**src/rtl/eth_pcs_rx_descrambler_if.sv**
```systemverilog
// Width constants and the receive-side bus between gearbox/block sync and the descrambler.
// The o_hdr_err_cnt signal exists only when ETH_PCS_RX_DESCR_ERR_CNT_EN is defined.
package eth_pcs_rx_descrambler_pkg;
  localparam int W_DATA = 32;
  localparam int W_SYNC = 2;
endpackage

interface eth_pcs_rx_descrambler_if;
  import eth_pcs_rx_descrambler_pkg::*;

  logic                  i_valid;
  logic                  i_hdr_valid;
  logic [W_SYNC-1:0]     i_hdr;
  logic [W_DATA-1:0]     i_data;
  logic                  i_rx_lock;
  logic                  o_valid;
  logic [W_SYNC-1:0]     o_hdr;
  logic [2*W_DATA-1:0]   o_data;
  logic                  o_hdr_err;
  logic                  o_align_err;
`ifdef ETH_PCS_RX_DESCR_ERR_CNT_EN
  logic [7:0]            o_hdr_err_cnt;

  modport slave (
    input  i_valid, i_hdr_valid, i_hdr, i_data, i_rx_lock,
    output o_valid, o_hdr, o_data, o_hdr_err, o_align_err, o_hdr_err_cnt
  );
  modport master (
    output i_valid, i_hdr_valid, i_hdr, i_data, i_rx_lock,
    input  o_valid, o_hdr, o_data, o_hdr_err, o_align_err, o_hdr_err_cnt
  );
`else
  modport slave (
    input  i_valid, i_hdr_valid, i_hdr, i_data, i_rx_lock,
    output o_valid, o_hdr, o_data, o_hdr_err, o_align_err
  );
  modport master (
    output i_valid, i_hdr_valid, i_hdr, i_data, i_rx_lock,
    input  o_valid, o_hdr, o_data, o_hdr_err, o_align_err
  );
`endif
endinterface

```
**src/rtl/eth_pcs_rx_descrambler.sv**
```systemverilog
// 10GBASE-R receive descrambler (1+x^39+x^58) with 2x32b -> 64b block assembly.
// Define ETH_PCS_RX_DESCR_ERR_CNT_EN to add the saturating o_hdr_err_cnt output.
module eth_pcs_rx_descrambler
  import eth_pcs_rx_descrambler_pkg::*;
#(
  parameter logic [57:0] DESCR_INIT = 58'h0
) (
  input  logic                      i_clk,
  input  logic                      i_reset,
  eth_pcs_rx_descrambler_if.slave   bus
);

  typedef enum logic {WAIT_FIRST, HAVE_FIRST} state_t;

  state_t              state_q, state_d;
  logic [57:0]         s_q, s_d, s_shift;
  logic [W_DATA-1:0]   desc_word;
  logic [W_DATA-1:0]   first_q, first_d;
  logic [W_SYNC-1:0]   first_hdr_q, first_hdr_d;
  logic                hdr_bad;
  logic                o_valid_q, o_valid_d;
  logic [W_SYNC-1:0]   o_hdr_q, o_hdr_d;
  logic [2*W_DATA-1:0] o_data_q, o_data_d;
  logic                o_hdr_err_q, o_hdr_err_d;
  logic                o_align_err_q, o_align_err_d;

  // Bit-serial self-synchronising descrambler unrolled over the whole word, LSB first.
  always_comb begin
    s_shift   = s_q;
    desc_word = '0;
    for (int i = 0; i < W_DATA; i++) begin
      desc_word[i] = bus.i_data[i] ^ s_shift[38] ^ s_shift[57];
      s_shift      = {s_shift[56:0], bus.i_data[i]};
    end
    s_d = bus.i_valid ? s_shift : s_q;
  end

  assign hdr_bad = (first_hdr_q == 2'b00) || (first_hdr_q == 2'b11);

  always_comb begin
    state_d       = state_q;
    first_d       = first_q;
    first_hdr_d   = first_hdr_q;
    o_valid_d     = 1'b0;
    o_align_err_d = 1'b0;
    o_hdr_d       = o_hdr_q;
    o_data_d      = o_data_q;
    o_hdr_err_d   = o_hdr_err_q;
    // Loss of lock drops any half-assembled block without flagging it.
    if (!bus.i_rx_lock) begin
      state_d = WAIT_FIRST;
    end else if (bus.i_valid) begin
      case (state_q)
        WAIT_FIRST: begin
          if (bus.i_hdr_valid) begin
            first_d     = desc_word;
            first_hdr_d = bus.i_hdr;
            state_d     = HAVE_FIRST;
          end
        end
        HAVE_FIRST: begin
          if (bus.i_hdr_valid) begin
            first_d       = desc_word;
            first_hdr_d   = bus.i_hdr;
            o_align_err_d = 1'b1;
          end else begin
            o_valid_d   = 1'b1;
            o_data_d    = {desc_word, first_q};
            o_hdr_d     = first_hdr_q;
            o_hdr_err_d = hdr_bad;
            state_d     = WAIT_FIRST;
          end
        end
        default: state_d = WAIT_FIRST;
      endcase
    end
  end

  always_ff @(posedge i_clk) begin
    if (i_reset) begin
      s_q           <= DESCR_INIT;
      state_q       <= WAIT_FIRST;
      first_q       <= '0;
      first_hdr_q   <= '0;
      o_valid_q     <= 1'b0;
      o_hdr_q       <= '0;
      o_data_q      <= '0;
      o_hdr_err_q   <= 1'b0;
      o_align_err_q <= 1'b0;
    end else begin
      s_q           <= s_d;
      state_q       <= state_d;
      first_q       <= first_d;
      first_hdr_q   <= first_hdr_d;
      o_valid_q     <= o_valid_d;
      o_hdr_q       <= o_hdr_d;
      o_data_q      <= o_data_d;
      o_hdr_err_q   <= o_hdr_err_d;
      o_align_err_q <= o_align_err_d;
    end
  end

  assign bus.o_valid     = o_valid_q;
  assign bus.o_hdr       = o_hdr_q;
  assign bus.o_data      = o_data_q;
  assign bus.o_hdr_err   = o_hdr_err_q;
  assign bus.o_align_err = o_align_err_q;

`ifdef ETH_PCS_RX_DESCR_ERR_CNT_EN
  logic [7:0] err_cnt_q, err_cnt_d;

  // Counts bad-header blocks as they appear on the output, sticking at 255.
  always_comb begin
    err_cnt_d = err_cnt_q;
    if (o_valid_q && o_hdr_err_q && (err_cnt_q != 8'hFF)) begin
      err_cnt_d = err_cnt_q + 8'd1;
    end
  end

  always_ff @(posedge i_clk) begin
    if (i_reset) begin
      err_cnt_q <= '0;
    end else begin
      err_cnt_q <= err_cnt_d;
    end
  end

  assign bus.o_hdr_err_cnt = err_cnt_q;
`endif

endmodule
```
**src/flat_wrapper.sv**
```systemverilog
// flat-port wrapper written by rule: the top's interface ports become plain ports
module eth_pcs_rx_descrambler_flat import eth_pcs_rx_descrambler_pkg::*;
#(
  parameter logic [57:0] DESCR_INIT = 58'h0
)
  (i_clk, i_reset, bus_i_valid, bus_i_hdr_valid, bus_i_hdr, bus_i_data, bus_i_rx_lock, bus_o_valid, bus_o_hdr, bus_o_data, bus_o_hdr_err, bus_o_align_err);
  eth_pcs_rx_descrambler_if bus_i ();
  input  logic i_clk;
  input  logic i_reset;
  input wire logic [$bits(bus_i.i_valid)-1:0] bus_i_valid;
  input wire logic [$bits(bus_i.i_hdr_valid)-1:0] bus_i_hdr_valid;
  input wire logic [$bits(bus_i.i_hdr)-1:0] bus_i_hdr;
  input wire logic [$bits(bus_i.i_data)-1:0] bus_i_data;
  input wire logic [$bits(bus_i.i_rx_lock)-1:0] bus_i_rx_lock;
  output wire logic [$bits(bus_i.o_valid)-1:0] bus_o_valid;
  output wire logic [$bits(bus_i.o_hdr)-1:0] bus_o_hdr;
  output wire logic [$bits(bus_i.o_data)-1:0] bus_o_data;
  output wire logic [$bits(bus_i.o_hdr_err)-1:0] bus_o_hdr_err;
  output wire logic [$bits(bus_i.o_align_err)-1:0] bus_o_align_err;
  assign bus_i.i_valid = bus_i_valid;
  assign bus_i.i_hdr_valid = bus_i_hdr_valid;
  assign bus_i.i_hdr = bus_i_hdr;
  assign bus_i.i_data = bus_i_data;
  assign bus_i.i_rx_lock = bus_i_rx_lock;
  assign bus_o_valid = bus_i.o_valid;
  assign bus_o_hdr = bus_i.o_hdr;
  assign bus_o_data = bus_i.o_data;
  assign bus_o_hdr_err = bus_i.o_hdr_err;
  assign bus_o_align_err = bus_i.o_align_err;
  eth_pcs_rx_descrambler #(.DESCR_INIT(DESCR_INIT)) u_core (.i_clk(i_clk), .i_reset(i_reset), .bus(bus_i));
endmodule
```
**config.mk**
```make
export PLATFORM = sky130hd
export DESIGN_NAME = eth_pcs_rx_descrambler_flat
export DESIGN_NICKNAME = d
export VERILOG_FILES = /design/src/rtl/eth_pcs_rx_descrambler_if.sv /design/src/rtl/eth_pcs_rx_descrambler.sv /design/src/flat_wrapper.sv
export SDC_FILE = /design/constraint.sdc
export NUM_CORES = 1
export LEC_CHECK = 0
export CAP_MARGIN = 25
export CORE_MARGIN = 1.5
export CORE_UTILIZATION = 55
export DETAILED_ROUTE_END_ITERATION = 10
export GPL_ROUTABILITY_DRIVEN = 1
export GPL_TIMING_DRIVEN = 0
export PLACE_DENSITY_LB_ADDON = 0.2
export SYNTH_ARGS = -nofsm -noshare
export SYNTH_HDL_FRONTEND = slang
export SYNTH_SLANG_ARGS = --single-unit
export TNS_END_PERCENT = 1
```
**constraint.sdc**
```tcl
create_clock -name i_clk -period 1.65 [get_ports i_clk]
set_input_delay 0.33 -clock i_clk [delete_from_list [all_inputs] [get_ports i_clk]]
set_output_delay 0.33 -clock i_clk [all_outputs]
set_load 0.02 [all_outputs]
```
* Yosys cells after proc, flatten, opt, wreduce, memory -nomap -nowiden
Cells that the tools add are included.
** Storage, ports and cells
- Register bits after elaboration :: 162
- Input port bits :: 39
- Logic and storage cells :: 88
** Operators by class
- Equality and inequality tests :: 1
- Muxes and demuxes :: 4
- Bitwise gates (word level) :: 68
- Reduce and logical (&&, ||, !) cells :: 6
** Operator list (number)
- $xor A1 B1 Y1 :: 64
- $mux W32 :: 1
- $not A1 Y1 :: 4
- $reduce_and A4 Y1 :: 1
- $reduce_or A4 Y1 :: 1
- $reduce_and A3 Y1 :: 1
- $eq A2 B2 Y1 const B :: 1
- $logic_not A2 Y1 :: 1
- $mux W1 :: 2
- $mux W2 :: 1
- $reduce_or A2 Y1 :: 1
- $logic_or A1 B1 Y1 :: 1

* Logic depth before layout (Yosys ltp)
- Depth after elaboration :: 3
- Gate-level depth with buffers :: 6
- Mapped depth without buffers :: 3

* Worst setup path before layout
Ideal clock, no wire load.
- Kind :: in2reg
- From :: input bus_i_valid
- To :: register u_core.o_data_q[33], in the netlist u_core.bus.o_data[33]
- Setup time :: 0.120 ns
- Arrival time :: 1.107 ns
- Required time :: 1.530 ns
- Setup slack :: 0.423 ns
- Stages on the path :: 6
- Path buffers :: 3
- Cell sequence :: buf_2 nand4b_1 buf_2 buf_2 nand3b_1 o21ai_1
** On the way
- Word-level cells in the longest chain between the ends :: 1
** RTL lines
- start, declared :: line flat_wrapper.sv:10 : input wire logic [$bits(bus_i.i_valid)-1:0] bus_i_valid;
- $reduce_and A4 Y1 (no source line)
- end signal, assigned :: line eth_pcs_rx_descrambler.sv:97 : o_data_q <= o_data_d;
- end, declared :: line eth_pcs_rx_descrambler.sv:23 : logic [2*W_DATA-1:0] o_data_q, o_data_d;
Every way passes these cells.
A chain may end at the register's enable or synchronous reset.

* Worst setup path in the final report
- From :: register u_core.o_data_q[33], in the netlist u_core.bus.o_data[33]
- To :: output bus_o_data[33]
** RTL lines
- end, declared :: line flat_wrapper.sv:17 : output wire logic [$bits(bus_i.o_data)-1:0] bus_o_data;
No word-level cell between the ends.

==> metrics.txt <==
Mapped Nets=671; vias in the first global route=4770; Placed Instances=879; WS Path Type=flop to primary output; worst-margin pin slew=0.541 ns; top cell type's share of synthesized area=0.539; Seq cells post-synth=162; Fin Setup TNS=0 ns; WL final=15300 um; critical path cell sequence=dlygate4sd2_1; Worst Hold Class=input port to flop; number of H-tree levels=4; # clock sinks=about 160; status=finished clean; CTS Buf Count=17; CP max FO=2; crit start category=flop; DP Area=7260 um^2; via count=between 4000 and 5000; final std cells w/o fill=~910; CORE AREA=10700 um^2; drt first pass iters=5; Final nets=797; synth top area cells=dfxtp_1, mux2i_1, nand2_1, xnor2_1, xor2_1; clk buf depth=2; WL/cell=16.8 um; IO Count=108; Worst path max stage delay=0.38 ns; crit share post-route=0.968; Setup Skew=0.0117 ns; Area growth, synth to finish=29.5%; post_cts resized=72; Critical Path AT=1.27 ns; first-pass GRT wire length=24100 um; Place WS=-0.545 ns; Crit-path slowest cell=dfxtp_1; mapped cell area=6020 um^2; Starting Density=0.560; LEAKAGE=3.47 nW; Final min period=1.60 ns; Gate Count Post-Synth=around 630; root buf cell=clkbuf_8; Fmax achieved=626 MHz; GRT overflow=0; max_cap viols=0; Vias/cell=between 5 and 6; pin count of the biggest net entering global routing=17; gpl congestion=0.830; Synth cell types=20; Chip Width=108 um; Max-slew headroom=0.640; yosys warns=0; Final setup viols=0; total track usage=0.277; share of layout cells above drive strength 1=0.0739; clock latency on the worst-skew pair=0.53 ns; overall die height=108 um; Worst-path clk slew=0.07 ns; Yosys top cell by area=dfxtp_1; sequential share of the synthesized area=0.539; RSZ-0062 raised after global routing=no; Die ar.=11600 um^2; Max Slew Vio Count=0; final worst slack=0.0536 ns; VDD IR max=0.653 mV; initial antenna violation count=0; Post-CTS Setup Repair Bufs=0; DP Wirelength=11500 um; TritonCTS clock tree=done; Worst EP required=1.32 ns; commonest non-fill, non-tap cells in the layout=dfxtp_1, nand2_1, dlygate4sd2_1, mux2i_1, nor2_1; ant diodes=0; Power, Total=8.80 mW; DR iter-0 viols=274; post-route cell area=7790 um^2; pwr/cell area=1130 nW/um^2; Buf/Inv on CP=1; delay-heaviest family, CP=flip-flops; I/O Buffers=107; Setup crit end kind=primary output; most common cell after layout, fill and taps aside=dfxtp_1; Rows=38; DR DRC count=0; Final ANT Viol Nets=0; Fin. Hold Viols=0; Post-Syn Area per Cell=9.52 um^2; CTS Hold Bufs=0
==> power by group <==
group | switching, mW | internal (mW)
clock network | 1.57 | 2.44
logic | 0.371 | 0.302
registers | 0.0927 | 4.02
total | 2.03 | 6.76
==> cells in the mapped netlist, drive strengths merged <==
cell type    n
nand2      102
xnor2       33
and4b        1
a21oi       35
nand3        2
buf         22
nand4b       1
nand2b       1
o21ai       64
nand3b      32
xor2        32
nor2        60
clkbuf      19
nor2b        2
mux2i       61
and4         1
a31oi        1
dfxtp      162
inv          1
==> layer usage <==
metal  vias up  track usage  part of all wire
li1       2341            -                 -
met1      2311        0.334              0.41
met2       162        0.483              0.51
met3        20       0.0642             0.056
met4         0       0.0987             0.019
met5         -            0                 0
==> sequential cells by signal (all words and copies together), names as in the netlist <==
| signal | flops |
|---|---|
| u_core.first_q | 32 |
| u_core.bus.o_valid | 1 |
| u_core.bus.o_hdr | 2 |
| u_core.bus.o_align_err | 1 |
| u_core.state_q | 1 |
| u_core.first_hdr_q | 2 |
| u_core.s_q | 58 |
| u_core.bus.o_data | 64 |
| u_core.bus.o_hdr_err | 1 |
==> path summary, 6_finish.rpt <==
check / from / cells past startpoint / slack (ns) / end
setup / recovery: u_core.bus.o_data[33] / 1 / 0.05 / bus_o_data[33]
hold / removal: bus_i_hdr[1] / 3 / 0.43 / u_core.first_hdr_q[1]
setup reg to reg: u_core.state_q / 5 / 0.27 / u_core.bus.o_data[29]
hold reg to reg: u_core.bus.o_data[12] / 2 / 0.45 / u_core.bus.o_data[12]
==> cell type report <==
| class | count | area, um^2 |
|---|---|---|
| sequential | 162 | 3240 |
| fill | 861 | 2950 |
| multi-input combinational | 428 | 2590 |
| timing repair buffer | 107 | 985 |
| clock buffer | 21 | 459 |
| buffer | 41 | 185 |
| tap | 140 | 175 |
| clock inverter | 11 | 153 |
| inverter | 1 | 3.75 |
==> cell families (layout without fill, tap and decap cells) <==
group           count (synthesis)  count (layout)  synth area share
simple gates                  202             202             0.151
flops                         162             162             0.539
compound gates                100             100            0.0834
xor+xnor                       65              65            0.0946
mux                            61              61             0.101
buf+inv                        42             181            0.0308
==> per-stage QoR <==
stage / utilization / hold WS (ns)
3_5_place_dp: 0.676 / 0.442
6_report: 0.725 / 0.430
3_3_place_gp: 0.676 / 0.439
2_1_floorplan: - / 0.425
5_1_grt: 0.725 / 0.467
4_1_cts: 0.725 / 0.419
==> tightest hold or removal path, cell delays in order <==
cell and delay (ns):
clkdlybuf4s50_1 0.41, mux2i_1 0.13, nor2_1 0.05
Power figures use the tool's default switching activity.
